**config.mk**
```make
export PLATFORM = sky130hd
export DESIGN_NAME = posit_add_arbiter_es3
export DESIGN_NICKNAME = d
export VERILOG_FILES = /design/src/rtl/posit_add_arbiter_es3.sv
export SDC_FILE = /design/constraint.sdc
export NUM_CORES = 1
export LEC_CHECK = 0
export BUFFER_PORTS_ARGS = -buffer_cell sky130_fd_sc_hd__buf_2
export CAP_MARGIN = 5
export CORE_ASPECT_RATIO = 0.6
export CORE_MARGIN = 1.5
export CORE_UTILIZATION = 40
export CTS_CLUSTER_DIAMETER = 50
export CTS_CLUSTER_SIZE = 28
export DETAILED_ROUTE_END_ITERATION = 10
export GPL_TIMING_DRIVEN = 0
export PLACE_DENSITY = 0.64
export SLEW_MARGIN = 5
export SYNTH_ARGS = -nofsm -noshare
export SYNTH_HDL_FRONTEND = slang
export SYNTH_SLANG_ARGS = --single-unit
```
**constraint.sdc**
```tcl
create_clock -name clk -period 3.9 [get_ports clk]
set_input_delay 0.195 -clock clk [delete_from_list [all_inputs] [get_ports clk]]
set_output_delay 0.195 -clock clk [all_outputs]
set_load 0.02 [all_outputs]
```
**src/rtl/posit_add_arbiter_es3.sv**
```systemverilog
// Round-robin front end that shares one pipelined ES=3 posit adder among NREQ requesters.
// Tags follow each operation through the adder; results queue in a credit-gated output FIFO.
module posit_add_arbiter_es3 #(
   parameter int NREQ       = 4,
   parameter int LATENCY    = 4,
   parameter int FIFO_DEPTH = 8,
   parameter int IDW        = $clog2(NREQ)
) (
   input  logic                 clk,
   input  logic                 rst_n,
   input  logic [NREQ-1:0]      req_valid,
   input  logic [NREQ*32-1:0]   req_in1,
   input  logic [NREQ*32-1:0]   req_in2,
   output logic [NREQ-1:0]      req_ready,
   output logic                 add_start,
   output logic [31:0]          add_in1,
   output logic [31:0]          add_in2,
   input  logic [31:0]          add_result,
   input  logic                 add_inf,
   input  logic                 add_zero,
   input  logic                 add_done,
   output logic                 rsp_valid,
   input  logic                 rsp_ready,
   output logic [IDW-1:0]       rsp_id,
   output logic [31:0]          rsp_result,
   output logic                 rsp_inf,
   output logic                 rsp_zero,
   output logic                 busy,
   output logic                 err_desync
);

   localparam int CW = $clog2(FIFO_DEPTH) + 1;
   localparam int AW = $clog2(FIFO_DEPTH);

   typedef struct packed {
      logic [IDW-1:0] id;
      logic [31:0]    res;
      logic           inf;
      logic           zero;
   } rsp_t;

   logic [IDW-1:0]              rr_ptr_q, rr_ptr_d;
   logic [LATENCY-1:0]          tag_vld_q;
   logic [LATENCY-1:0][IDW-1:0] tag_id_q;
   logic [CW-1:0]               infl_q, infl_d;
   logic [CW-1:0]               cnt_q, cnt_d;
   logic [AW-1:0]               wptr_q, rptr_q;
   logic                        err_q;
   rsp_t                        mem_q [FIFO_DEPTH];

   logic [IDW:0]   scan;
   logic           found, can_issue, grant;
   logic [IDW-1:0] gidx;
   logic           tag_last, push, miss, pop;
   rsp_t           head;

   // Rotating priority search starting at rr_ptr; scan stays below NREQ.
   always_comb begin
      found = 1'b0;
      gidx  = '0;
      scan  = '0;
      for (int k = 0; k < NREQ; k++) begin
         scan = {1'b0, rr_ptr_q} + (IDW+1)'(k);
         if (scan >= (IDW+1)'(NREQ)) scan = scan - (IDW+1)'(NREQ);
         if (!found && req_valid[scan[IDW-1:0]]) begin
            found = 1'b1;
            gidx  = scan[IDW-1:0];
         end
      end
   end

   // Credits come from registered state only, so a same-cycle pop frees nothing yet.
   assign can_issue = ({1'b0, cnt_q} + {1'b0, infl_q}) < (CW+1)'(FIFO_DEPTH);
   assign grant     = found & can_issue & rst_n;
   assign add_start = grant;

   always_comb begin
      req_ready = '0;
      add_in1   = '0;
      add_in2   = '0;
      for (int i = 0; i < NREQ; i++) begin
         if (grant && gidx == IDW'(i)) begin
            req_ready[i] = 1'b1;
            add_in1      = req_in1[i*32 +: 32];
            add_in2      = req_in2[i*32 +: 32];
         end
      end
   end

   assign tag_last = tag_vld_q[LATENCY-1];
   assign push     = tag_last & add_done;
   assign miss     = tag_last & ~add_done;
   assign pop      = rsp_valid & rsp_ready;

   assign rr_ptr_d = !grant ? rr_ptr_q :
                     (gidx == IDW'(NREQ-1)) ? '0 : gidx + 1'b1;
   assign infl_d   = infl_q + CW'(grant) - CW'(tag_last);
   assign cnt_d    = cnt_q + CW'(push) - CW'(pop);

   always_ff @(posedge clk or negedge rst_n) begin
      if (!rst_n) begin
         rr_ptr_q  <= '0;
         tag_vld_q <= '0;
         tag_id_q  <= '0;
         infl_q    <= '0;
         cnt_q     <= '0;
         wptr_q    <= '0;
         rptr_q    <= '0;
         err_q     <= 1'b0;
      end else begin
         rr_ptr_q    <= rr_ptr_d;
         tag_vld_q[0] <= grant;
         tag_id_q[0]  <= gidx;
         for (int i = 1; i < LATENCY; i++) begin
            tag_vld_q[i] <= tag_vld_q[i-1];
            tag_id_q[i]  <= tag_id_q[i-1];
         end
         infl_q <= infl_d;
         cnt_q  <= cnt_d;
         if (push) wptr_q <= wptr_q + 1'b1;
         if (pop)  rptr_q <= rptr_q + 1'b1;
         if (miss) err_q  <= 1'b1;
      end
   end

   // Payload storage needs no reset; count gates visibility.
   always_ff @(posedge clk) begin
      if (push) mem_q[wptr_q] <= '{id: tag_id_q[LATENCY-1], res: add_result,
                                   inf: add_inf, zero: add_zero};
   end

   assign head       = mem_q[rptr_q];
   assign rsp_valid  = (cnt_q != '0);
   assign rsp_id     = head.id;
   assign rsp_result = head.res;
   assign rsp_inf    = head.inf;
   assign rsp_zero   = head.zero;
   assign busy       = (infl_q != '0) || (cnt_q != '0);
   assign err_desync = err_q;

   a_no_overflow: assert property (@(posedge clk) disable iff (!rst_n)
      !(push && cnt_q == CW'(FIFO_DEPTH)));

endmodule
```
## After elaboration in Yosys (flattened, before gate mapping)

Memories as Yosys holds them, arrays and structs flattened.
Cells that the tools add are included.

| storage, ports and cells | value |
|---|---|
| register bits | 29 |
| RAM bits | 288 |
| input port bits | 298 |
| output and inout port bits | 108 |
| logic and storage cells | 94 |
| memories | 1 |

Memory list:

| name | depth | bits a word | read ports | clocked after memory_dff | wr ports | RTL line | text |
|---|---|---|---|---|---|---|---|
| mem_q | 8 | 36 | 1 | 0 | 1 | 49 | `rsp_t mem_q [FIFO_DEPTH];` |

| operators by class | value |
|---|---|
| $add $sub $neg | 15 |
| magnitude comparators | 9 |
| equality and inequality tests | 3 |
| mux-type cells | 35 |
| bitwise operators | 6 |
| reduce and logical (&&, ||, !) cells | 14 |

Operator list:

| kind | count |
|---|---|
| $mux W32 | 8 |
| $mux W2 | 9 |
| $mux W1 | 14 |
| $lt A2 B3 Y1 const B | 4 |
| $ge A3 B3 Y1 const B | 3 |
| $add A4 B1 Y4 | 2 |
| $bmux W1 S2 | 4 |
| $reduce_bool A4 Y1 | 2 |
| $sub A2 B1 Y2 const B | 4 |
| $sub A4 B1 Y4 | 2 |
| $logic_and A1 B1 Y1 | 7 |
| $add A2 B2 Y3 const B | 2 |
| $add A3 B1 Y3 const B | 2 |
| $add A4 B4 Y5 | 1 |
| $and A1 B1 Y1 | 5 |
| $lt A5 B4 Y1 const B | 1 |
| $eq A2 B2 Y1 const B | 2 |
| $add A2 B1 Y3 const B | 1 |
| $ge A2 B3 Y1 const B | 1 |
| $logic_not A1 Y1 | 3 |
| $add A2 B1 Y2 const B | 1 |
| $eq A2 B1 Y1 const B | 1 |
| $logic_not A2 Y1 | 1 |
| $logic_or A1 B1 Y1 | 1 |
| $not A1 Y1 | 1 |

## Depth between registers and ports, before layout

Gate-level depths: netlist of run 1.

| depth | value |
|---|---|
| depth after elaboration | 21 |
| depth in mapped cells | 12 |
| depth with buffers taken out | 10 |

## Least setup slack after synthesis of run 1

OpenSTA, ideal clock, no wires.

| path | value |
|---|---|
| kind | register to register |
| start | reg tag_vld_q[3] |
| end | mem mem_q[0][0] (netlist bit), enable pin |
| library setup time | 474 ps |
| arrival time | 3290 ps |
| required time | 3426 ps |
| path slack | 136 ps |
| cell stages (with the launch flop) | 4 |
| buffers on the path | 0 |
| clock period less this slack | 3764 ps |
| cells stage by stage | dfrtp_1 -> nand2_1 -> or2_2 -> nor3_1 |

| on the way | value |
|---|---|
| cells in the longest elaborated chain, start to end | 3 |

RTL lines:

| what | RTL line | text |
|---|---|---|
| from (decl) | 43 | `logic [LATENCY-1:0] tag_vld_q;` |
| from (signal, indexed assignment) | 115 | `tag_vld_q[i] <= tag_vld_q[i-1];` |
| $and A1 B1 Y1 | 91 | `assign push = tag_last & add_done;` |
| $mux W1 | 128 | `if (push) mem_q[wptr_q] <= '{id: tag_id_q[LATENCY-1], res: add_result,` |
| $mux W1 (implied by the code) | 128 |  |
| to (decl) | 49 |  |

Every way passes these cells.

## Final worst setup path of run 1

| path | value |
|---|---|
| start | reg rr_ptr_q[1] |
| end | out add_in1[27] |

| on the way | value |
|---|---|
| elaborated cells between the ends (all ways) | 51 |
| those cells by class | add/sub (7); order compare (4); eq/ne (3); mux (24); bitwise (2); reduce/logical (11) |

RTL lines:

| what | RTL line | text |
|---|---|---|
| from (decl) | 42 | `logic [IDW-1:0] rr_ptr_q, rr_ptr_d;` |
| from (signal assigned) | 111 | `rr_ptr_q <= rr_ptr_d;` |
| branches (longest 13 deep; another with $add A2 B1 Y3) | - |  |
| $mux W2 (*) | 65 | `if (!found && req_valid[scan[IDW-1:0]]) begin` |
| net gidx[1] | 53 | `logic [IDW-1:0] gidx;` |
| $logic_not A2 Y1 | 82 | `if (grant && gidx == IDW'(i)) begin` |
| $logic_and A1 B1 Y1 | 82 |  |
| $mux W32 (3 in a row) | 82 |  |
| $mux W32 (*) | 82 |  |
| to (decl) | 16 | `output logic [31:0] add_in1,` |

Mark *: on every way through the listed nets, which the timed path passes. The select of a mux whose other input is x is not followed.

==> results_dict.tcl, run 1 <==
set metrics [dict create \
    outcome "finished, final reports clean" \
    ys_seq_area_share_pct 63.3 \
    clk_latency_ns 0.50 \
    worstHoldPathType "in2reg" \
    dp_slack_ns 0.0628 \
    clock_skew_ns 0.0123 \
    cp_num_buf_inv 3 \
    fin_crit_sh_pct 97.1 \
    critPathRequiredTime_ns 3.70 \
    ys_seq_elements 317 \
    max_slew.worst_pin.slew_ns 0.982 \
    finalWorstPathRequiredPeriod_ns 3.79 \
    relSlewSlack_pct 34.6 \
    final_common_cell "buf_2" \
    wl_um 51800 \
    gr-usage-all-layers_pct 26.9 \
    finalPower_mw 11.9 \
    slowest_stage "clkbuf_1" \
    die_h_um 152 \
    crit_chain "a21oi_1 > o21a_1 > o22a_1 > ha_1 > inv_1 > clkbuf_1 > o21a_1 > a22oi_2 > nor2_1 > buf_2" \
    initial_core_util_pct 40.7 \
    path_delay_family "buffers and inverters" \
    final_hold_viol_count 0 \
    portBuffers 405 \
    drc 0 \
    grt_pass1_vias 10800 \
    setup_ws_ns 0.114 \
    dpl_cell_area_um2 17700 \
    avgSynthCellArea_um2 15.1 \
    leakage_nw 7.19 \
    overflow 0 \
    vias_per_cell 5.53 \
    drv_slew 0 \
    cp_slowest_stage_delay_ns 0.78 \
    io_pins 406 \
    final_layout_size_suffix_gt1_share_pct 37.6 \
    synthCells 983 \
    crit_path_end_kind "output pin" \
    clk_path_buf_depth 3 \
    finalInstanceArea_um2 18600 \
    wl_per_cell_um 26.7 \
    cpMostUsedCell "o21a_1" \
    first_pass_iters 6 \
    pwr_density_cell_nw_per_um2 641 \
    core_area_um2 36400 \
    start_kind "flop" \
    routabilityCongestion 1.03 \
    antenna_found_initial 6 \
    cts.root.buffer_cell "clkbuf_16" \
    rsz0062_at_grt "no" \
    mostFrequentLayoutCells "buf_2, edfxtp_1, nand2_1, nor2_1, o21ai_0" \
    fin_setup_tns_ns 0 \
    detail-route-antenna-nets 0 \
    hpwl_um 39400 \
    max_cap_violations 0 \
    syn-num-nets 1302 \
    grt_pass1_wl_um 74500 \
    cp_max_fo 11 \
    fmax_ghz 0.264 \
    vias 10700 \
    cp.arrival_ns 3.59 \
    synthArstFlopShare_pct 9.15 \
    yosys_warnings 0 \
    rows 54 \
    finalSetupViolCount 0 \
    worst-setup-path-type "reg2out" \
    synth-main-ff-cell "edfxtp_1" \
    clkTransAtPathRegs_ns 0.10 \
    dieWidth_um 251 \
    die-area_um2 38200 \
    syn_to_final_growth_pct 25.4 \
    synth_area_um2 14800 \
    grt_max_degree 31 \
    irDropWorstVdd_v 0.000359 \
    synth_edf_count 288 \
    layout.nets 1774 \
    tritoncts "done" \
    synth_cell_types 41 \
    drt_iter0_markers 1117 \
    clock_sinks 317 \
    cts_max_level 1 \
    numCtsBuffers 15 \
]
metrics by stage:
stage / cells / hold slack [ns] / utilization, %
after floorplan: 983 / -0.101 / -
after global placement: 1864 / 0.267 / 47.9
after detailed placement: 1880 / 0.272 / 48.7
after CTS: 1938 / 0.0486 / 50.9
after global routing: 1938 / 0.102 / 51.0
final: 1941 / 0.119 / 51.0
metal layers:
layer  track usage, %  vias to the layer above  part of all wire, %
li1                 -                     4799                    -
met1             41.0                     5459                   46
met2             39.6                      410                   44
met3             6.58                       66                  8.0
met4             4.22                        4                  1.7
met5                0                        -                0.044
flip-flops by register name (all words and copies together), names as in the netlist:
register	cells
cnt_q	4
tag_id_q	8
rr_ptr_q	2
tag_vld_q	4
rptr_q	3
infl_q	4
mem_q	288
err_desync	1
wptr_q	3
Yosys cell counts (all sizes together) (3+ instances only):
cell      n  area, um^2
a21o      3        22.5
mux2     39         439
a21oi    67         335
xor2      4        35.0
and2      4        25.0
clkbuf   40         153
nand3     3        20.0
xnor2     3        26.3
inv      21        78.8
nand2    70         263
ha       19         238
o21ai    67         335
edfxtp  288        8650
a22oi    62         465
mux4     72        1840
nor2     72         270
buf      36         245
nand2b    3        18.8
nor3      3        15.0
o21a     63         473
dfrtp    29         726
worst paths after layout:
| check | from | to | slack [ns] | cells after the start |
|---|---|---|---|---|
| hold / removal | req_valid[3] | tag_id_q[1]$_DFF_PN0_ | 0.12 | 2 |
| max in group asynchronous | rst_n | tag_vld_q[0]$_DFF_PN0_ | 3.19 | 2 |
| setup / recovery | rr_ptr_q[1]$_DFFE_PN0P_ | add_in1[27] | 0.11 | 10 |
| hold reg to reg | tag_vld_q[0]$_DFF_PN0_ | tag_vld_q[1]$_DFF_PN0_ | 0.35 | 0 |
| min in group asynchronous | rst_n | wptr_q[0]$_DFFE_PN0P_ | 0.26 | 2 |
| setup reg to reg | cnt_q[3]$_DFF_PN0_ | cnt_q[3]$_DFF_PN0_ | 1.37 | 10 |
power by group:
group	switching, mW	internal [mW]
Clock	0.999	0.726
Combinational	3.68	2.38
Sequential	0.134	3.98
Total	4.81	7.09
layout make-up:
| class | instances | area, um^2 |
|---|---|---|
| Clock inverter | 3 | 27.5 |
| Buffer | 74 | 414 |
| Clock buffer | 19 | 390 |
| Inverter | 21 | 78.8 |
| Antenna cell | 5 | 12.5 |
| Timing Repair Buffer | 457 | 2620 |
| Sequential cell | 317 | 9370 |
| Tap cell | 476 | 596 |
| Fill cell | 3170 | 17900 |
| Multi-Input combinational cell | 569 | 5050 |
what timing repair did:
item,in CTS,in global routing
endpoints found under the setup margin,40,47
endpoints found under the hold margin,303,0
hold buffers,36,0
setup buffers,0,0
resized for setup,11,29
cells by family (layout without fill, tap and decap cells):
| logic type | after synthesis | in the layout | share of synthesized area (%) |
|---|---|---|---|
| AOI/OAI and AO/OA | 266 | 266 | 11.3 |
| xor gates and xnor gates | 7 | 7 | 0.414 |
| adders and majority gates | 21 | 21 | 1.88 |
| buffers and inverters | 97 | 574 | 3.22 |
| DFF | 317 | 317 | 63.3 |
| muxes | 112 | 112 | 15.4 |
| other | 0 | 5 | 0 |
| and+or+nand+nor | 163 | 163 | 4.50 |
Power figures use the tool's default switching activity.
==> inputs of run 2 (changes only) <==
--- a/config.mk
+++ b/config.mk
@@ -8,7 +8,7 @@
 export BUFFER_PORTS_ARGS = -buffer_cell sky130_fd_sc_hd__buf_2
 export CAP_MARGIN = 5
 export CORE_ASPECT_RATIO = 0.6
-export CORE_MARGIN = 1.5
+export CORE_MARGIN = 5
 export CORE_UTILIZATION = 40
 export CTS_CLUSTER_DIAMETER = 50
 export CTS_CLUSTER_SIZE = 28
==> run 2 against run 1 <==
Power shrank 0.42%. Register-to-register slack got worse by 0.22 ns. Via count up 0.18%. Wire length increased by 1.5%. Combinational power fell by 1%. Critical path depth is 2 higher. Sequential share of layout area increased by 0.082 points. Critical path type unchanged. Largest power group unchanged. Highest routed layer unchanged.
==> results_dict.tcl, run 2 (synthesized netlist as in run 1, its figures left out) <==
set metrics [dict create \
    outcome "finished, final reports clean" \
    reg2reg_slack_ns 1.15 \
    detail-route-antenna-nets 0 \
    die_h_um 159 \
    hpwl_um 40500 \
    routabilityCongestion 1.01 \
    drt_iter0_markers 1138 \
    finalSetupViolCount 0 \
    max_slew.worst_pin.slew_ns 0.917 \
    min_from "req_valid[3]" \
    fmax_ghz 0.269 \
    final_hold_viol_count 0 \
    holdPathStages 2 \
    crit_path_start "rr_ptr_q[1]$_DFFE_PN0P_" \
    final_common_cell "buf_2" \
    io_pins 406 \
    vias 10800 \
    critPathRequiredTime_ns 3.70 \
    fin_setup_tns_ns 0 \
    fin_crit_sh_pct 95.4 \
    clk_path_buf_depth 3 \
    syn_to_final_growth_pct 25.2 \
    vias_per_cell 5.53 \
    start_kind "flop" \
    core_area_um2 36400 \
    finalWorstPathRequiredPeriod_ns 3.72 \
    top_regs "mem_q (288), tag_id_q (8)" \
    routed.top_layer "met5" \
    tritoncts "done" \
    cp.arrival_ns 3.53 \
    mostFrequentLayoutCells "buf_2, edfxtp_1, nand2_1, a21oi_1, o21ai_0" \
    antenna_found_initial 8 \
    grt_pass1_wl_um 75100 \
    leakage_nw 7.17 \
    clkTransAtPathRegs_ns 0.10 \
    regMostFlops "mem_q" \
    worstHoldPathType "in2reg" \
    r2r-start "tag_vld_q[3]$_DFF_PN0_" \
    relSlewSlack_pct 38.5 \
    overflow 0 \
    die-area_um2 41100 \
    rows 54 \
    hold_slack_ns 0.126 \
    final_layout_size_suffix_gt1_share_pct 37.2 \
    clock_sinks 317 \
    post_cts.repair.setup_buffers 0 \
    holdPathEnd "tag_id_q[1]$_DFF_PN0_" \
    dieWidth_um 258 \
    layout.nets 1773 \
    met1_length_um 24200 \
    initial_core_util_pct 40.7 \
    wl_met3_um 3990 \
    drv_slew 0 \
    wl_um 52600 \
    numCtsBuffers 15 \
    clock_skew_ns 0.0292 \
    first_pass_iters 6 \
    max_cap_violations 0 \
    portBuffers 405 \
    r2r_cells 6 \
    clk_latency_ns 0.52 \
    pwr_density_cell_nw_per_um2 639 \
    grt_pass1_vias 10800 \
    rsz0062_at_grt "no" \
    crit_path_end_kind "output pin" \
    drc 0 \
    route.met2.wl_um 23600 \
    gr-usage-all-layers_pct 24.6 \
    cts_max_level 1 \
    worstReg2RegEnd "mem_q[0][20]$_DFFE_PP_" \
    cts.root.buffer_cell "clkbuf_16" \
    largest_reg_flops 288 \
    wl_per_cell_um 27.1 \
    worst-setup-path-type "reg2out" \
    grt_max_degree 31 \
    irDropWorstVdd_v 0.000375 \
    cp_max_fo 10 \
]
[run 2: changes by cell type in the layout (fill, tap and decap cells not counted), sizes merged]
cell      before  now
clkbuf        58   65
buf          456  451
inv           21   23
clkinvlp       1    0
[run 2: cell type report]
type	instances	area [um^2]
clock buffer	22	402
multi-input combinational	569	5040
clock inverter	4	35.0
buffer	75	415
timing repair buffer	455	2590
tap	476	596
inverter	21	78.8
antenna	5	12.5
sequential	317	9370
fill	3137	17900
[run 2: worst max-delay path by stage]
stage / endpoint / slack [ns]
global route: add_in1[20] / 0.002
finish: add_in1[0] / 0.18
detailed placement: add_in1[22] / 0.08
floorplan: mem_q[0][0]$_DFFE_PP_ / 0.14
CTS: add_in1[23] / 0.04
global placement: mem_q[0][11]$_DFFE_PP_ / -2.56
[run 2: metrics by stage]
step	utilization [%]	setup WS [ns]	power, mW	cell area, um^2	instances
global placement	47.9	-2.56	10.0	17400	1864
global route	50.9	0.00218	12.5	18500	1944
floorplan	-	0.136	7.98	14800	983
CTS	50.8	0.0419	11.9	18500	1940
detailed placement	48.6	0.0811	10.1	17700	1878
finish	50.9	0.179	11.8	18500	1944
[run 2: repair_timing]
item / 4_1_cts / 5_1_grt
hold endpoints to repair: 303 / 0
hold buffers: 36 / 0
endpoints found under the setup margin: 34 / 27
resized for setup: 6 / 23
[run 2: worst max-delay path, cell delays in order (launching register included)]
cell and delay, ns:
dfrtp_1 0.46, a21oi_1 0.11, o21a_1 0.18, o22a_1 0.26, inv_1 0.10, ha_1 0.16
buf_2 0.24, clkbuf_1 0.58, a21oi_1 0.14, o21ai_1 0.34, a22oi_1 0.16, nor2_1 0.12
buf_2 0.17
[run 2: report_power, final]
part | total [mW] | switching, mW | leakage, nW | internal (mW)
registers | 4.12 | 0.139 | 2.94 | 3.98
clock network | 1.76 | 1.01 | 0.210 | 0.745
logic | 5.97 | 3.61 | 4.02 | 2.36
total | 11.8 | 4.76 | 7.17 | 7.09
[run 2: metal layers]
layer	GRT usage (%)	vias up
met5	0	-
met4	3.50	6
met3	5.61	69
met2	37.2	443
met1	37.6	5435
li1	-	4804
==> inputs of run 3 (changes only) <==
--- a/config.mk
+++ b/config.mk
@@ -15,6 +15,7 @@
 export DETAILED_ROUTE_END_ITERATION = 10
 export GPL_TIMING_DRIVEN = 0
 export PLACE_DENSITY = 0.64
+export RECOVER_POWER = 50
 export SLEW_MARGIN = 5
 export SYNTH_ARGS = -nofsm -noshare
 export SYNTH_HDL_FRONTEND = slang
==> run 3 against run 2 <==
The run now ends with capacitance limit, slew limit left. Final cell count up 0.10%. Critical path depth up 1. Highest routed layer unchanged. Sequential share of layout area rose by 0.17 points. Register-to-register slack got worse by 0.08 ns. Clock-buffer cell count did not move. Largest power group unchanged. Die area unchanged. Worst setup slack worse by 0.0023 ns. Core utilization decreased by 0.17 points. Power about the same. Sequential power hardly changed.
==> results_dict.tcl, run 3 (synthesized netlist as in run 1, its figures left out) <==
set metrics [dict create \
    outcome "finished with violations" \
    failed_checks "capacitance limit, slew limit" \
    wl_um 52600 \
    largest_reg_flops 288 \
    max_slew.worst_pin.slew_ns 1.68 \
    tritoncts "done" \
    cts_max_level 1 \
    fin_crit_sh_pct 95.5 \
    grt_pass1_vias 10800 \
    cts.root.buffer_cell "clkbuf_16" \
    worstReg2RegEnd "mem_q[0][20]$_DFFE_PP_" \
    clk_latency_ns 0.52 \
    grt_max_degree 31 \
    cp_max_fo 10 \
    max_cap_violations 2 \
    post_cts.repair.setup_buffers 0 \
    leakage_nw 7.08 \
    syn_to_final_growth_pct 24.8 \
    worst-setup-path-type "reg2out" \
    r2r-start "tag_vld_q[3]$_DFF_PN0_" \
    hpwl_um 40500 \
    drv_slew 26 \
    vias 10800 \
    grt_pass1_wl_um 75100 \
    clkTransAtPathRegs_ns 0.10 \
    dieWidth_um 258 \
    wl_per_cell_um 27.0 \
    hold_slack_ns 0.126 \
    layout.nets 1773 \
    final_layout_size_suffix_gt1_share_pct 34.5 \
    worstHoldPathType "in2reg" \
    final_util_pct 50.7 \
    dp.cells 1878 \
    vias_per_cell 5.55 \
    core_area_um2 36400 \
    rows 54 \
    relSlewSlack_pct -12.6 \
    start_kind "flop" \
    clock_sinks 317 \
    n_fill_cell 3154 \
    crit_chain "a21oi_1 > o21a_1 > o22a_1 > inv_1 > ha_1 > buf_2 > buf_2 > buf_2 > a21oi_1 > o21ai_0 > a22oi_1 > nor2_1 > buf_2" \
    rsz0062_at_grt "no" \
    finalWorstPathRequiredPeriod_ns 3.72 \
    r2r_cells 6 \
    clk_path_buf_depth 3 \
    top_regs "mem_q (288), tag_id_q (8)" \
    drc 0 \
    crit_path_end_kind "output pin" \
    first_pass_iters 6 \
    regMostFlops "mem_q" \
    antenna_found_initial 8 \
    cpMostUsedCell "buf_2" \
    io_pins 406 \
    die_h_um 159 \
    reg2reg_slack_ns 1.07 \
    slowest_stage "dfrtp_1" \
    overflow 0 \
    die-area_um2 41100 \
    drt_iter0_markers 1056 \
    mostFrequentLayoutCells "buf_2, edfxtp_1, nand2_1, clkbuf_1, nor2_1" \
    irDropWorstVdd_v 0.000370 \
    crit_end "add_in1[28]" \
    gr-usage-all-layers_pct 24.6 \
    dp_slack_ns 0.0811 \
    crit_path_start "rr_ptr_q[1]$_DFFE_PN0P_" \
    cp_slowest_stage_delay_ns 0.46 \
    final_hold_viol_count 0 \
    detail-route-antenna-nets 0 \
    finalNonFillerCells 1946 \
    routabilityCongestion 1.01 \
    critPathRequiredTime_ns 3.70 \
    setup_ws_ns 0.176 \
    portBuffers 405 \
    numCtsBuffers 15 \
    finalSetupViolCount 0 \
    fmax_ghz 0.269 \
    cp.arrival_ns 3.53 \
    pwr_density_cell_nw_per_um2 641 \
    clock_skew_ns 0.0268 \
    final_common_cell "buf_2" \
    holdPathStages 2 \
    initial_core_util_pct 40.7 \
]
## run 3: per-layer routing
metal / routed length (um) / GRT usage [%]
met5: 34 / 0
met2: 23600 / 37.2
met3: 3740 / 5.61
met1: 24500 / 37.6
met4: 699 / 3.50
## run 3: report_power, final
group	internal, mW	total (mW)	switching, mW
combinational	2.35	5.96	3.61
clock	0.745	1.76	1.02
sequential	3.98	4.12	0.140
## run 3: worst max-delay path: cells and delay by family (launching register included)
family	cells	cell delay, ns
AO/OA/AOI/OAI	6	0.89
AND/OR/NAND/NOR	1	0.24
flip-flops	1	0.46
buffers and inverters	5	1.30
adder cells (fa/ha/maj)	1	0.16
## run 3: layout make-up
| class | instances | area, um^2 | share of cell area, % |
|---|---|---|---|
| plain buffers | 75 | 415 | 2.25 |
| clock inverters | 4 | 35.0 | 0.190 |
| repair buffers | 455 | 2540 | 13.8 |
| flip-flops and latches | 317 | 9370 | 50.7 |
| inverters | 21 | 78.8 | 0.427 |
| clock buffers | 22 | 402 | 2.17 |
| multi-input cells | 569 | 5010 | 27.1 |
| well taps | 476 | 596 | 3.22 |
| diodes | 7 | 17.5 | 0.0948 |
## run 3: what timing repair did
item,in CTS,in global routing
hold buffers,36,0
endpoints found under the hold margin,303,0
pin swaps,0,0
endpoints found under the setup margin,34,27
resized for setup,6,23
## run 3: per-stage QoR
stage                     TNS (ns)  cell area (um^2)  total power [mW]
final                            0             18500              11.8
after global routing             0             18500              12.5
after CTS                        0             18500              11.9
after detailed placement         0             17700              10.1
after global placement     -264.58             17400              10.0
after floorplan                  0             14800              7.98
## run 3: worst min-delay path by stage
stage	start	slack (ns)	end
5_1_grt	req_valid[3]	0.14	tag_id_q[1]$_DFF_PN0_
3_5_place_dp	rst_n	0.27	wptr_q[1]$_DFFE_PN0P_
2_1_floorplan	rst_n	-0.10	cnt_q[0]$_DFF_PN0_
6_report	req_valid[3]	0.13	tag_id_q[1]$_DFF_PN0_
4_1_cts	req_valid[3]	0.06	tag_id_q[0]$_DFF_PN0_
3_3_place_gp	rst_n	0.25	infl_q[0]$_DFF_PN0_
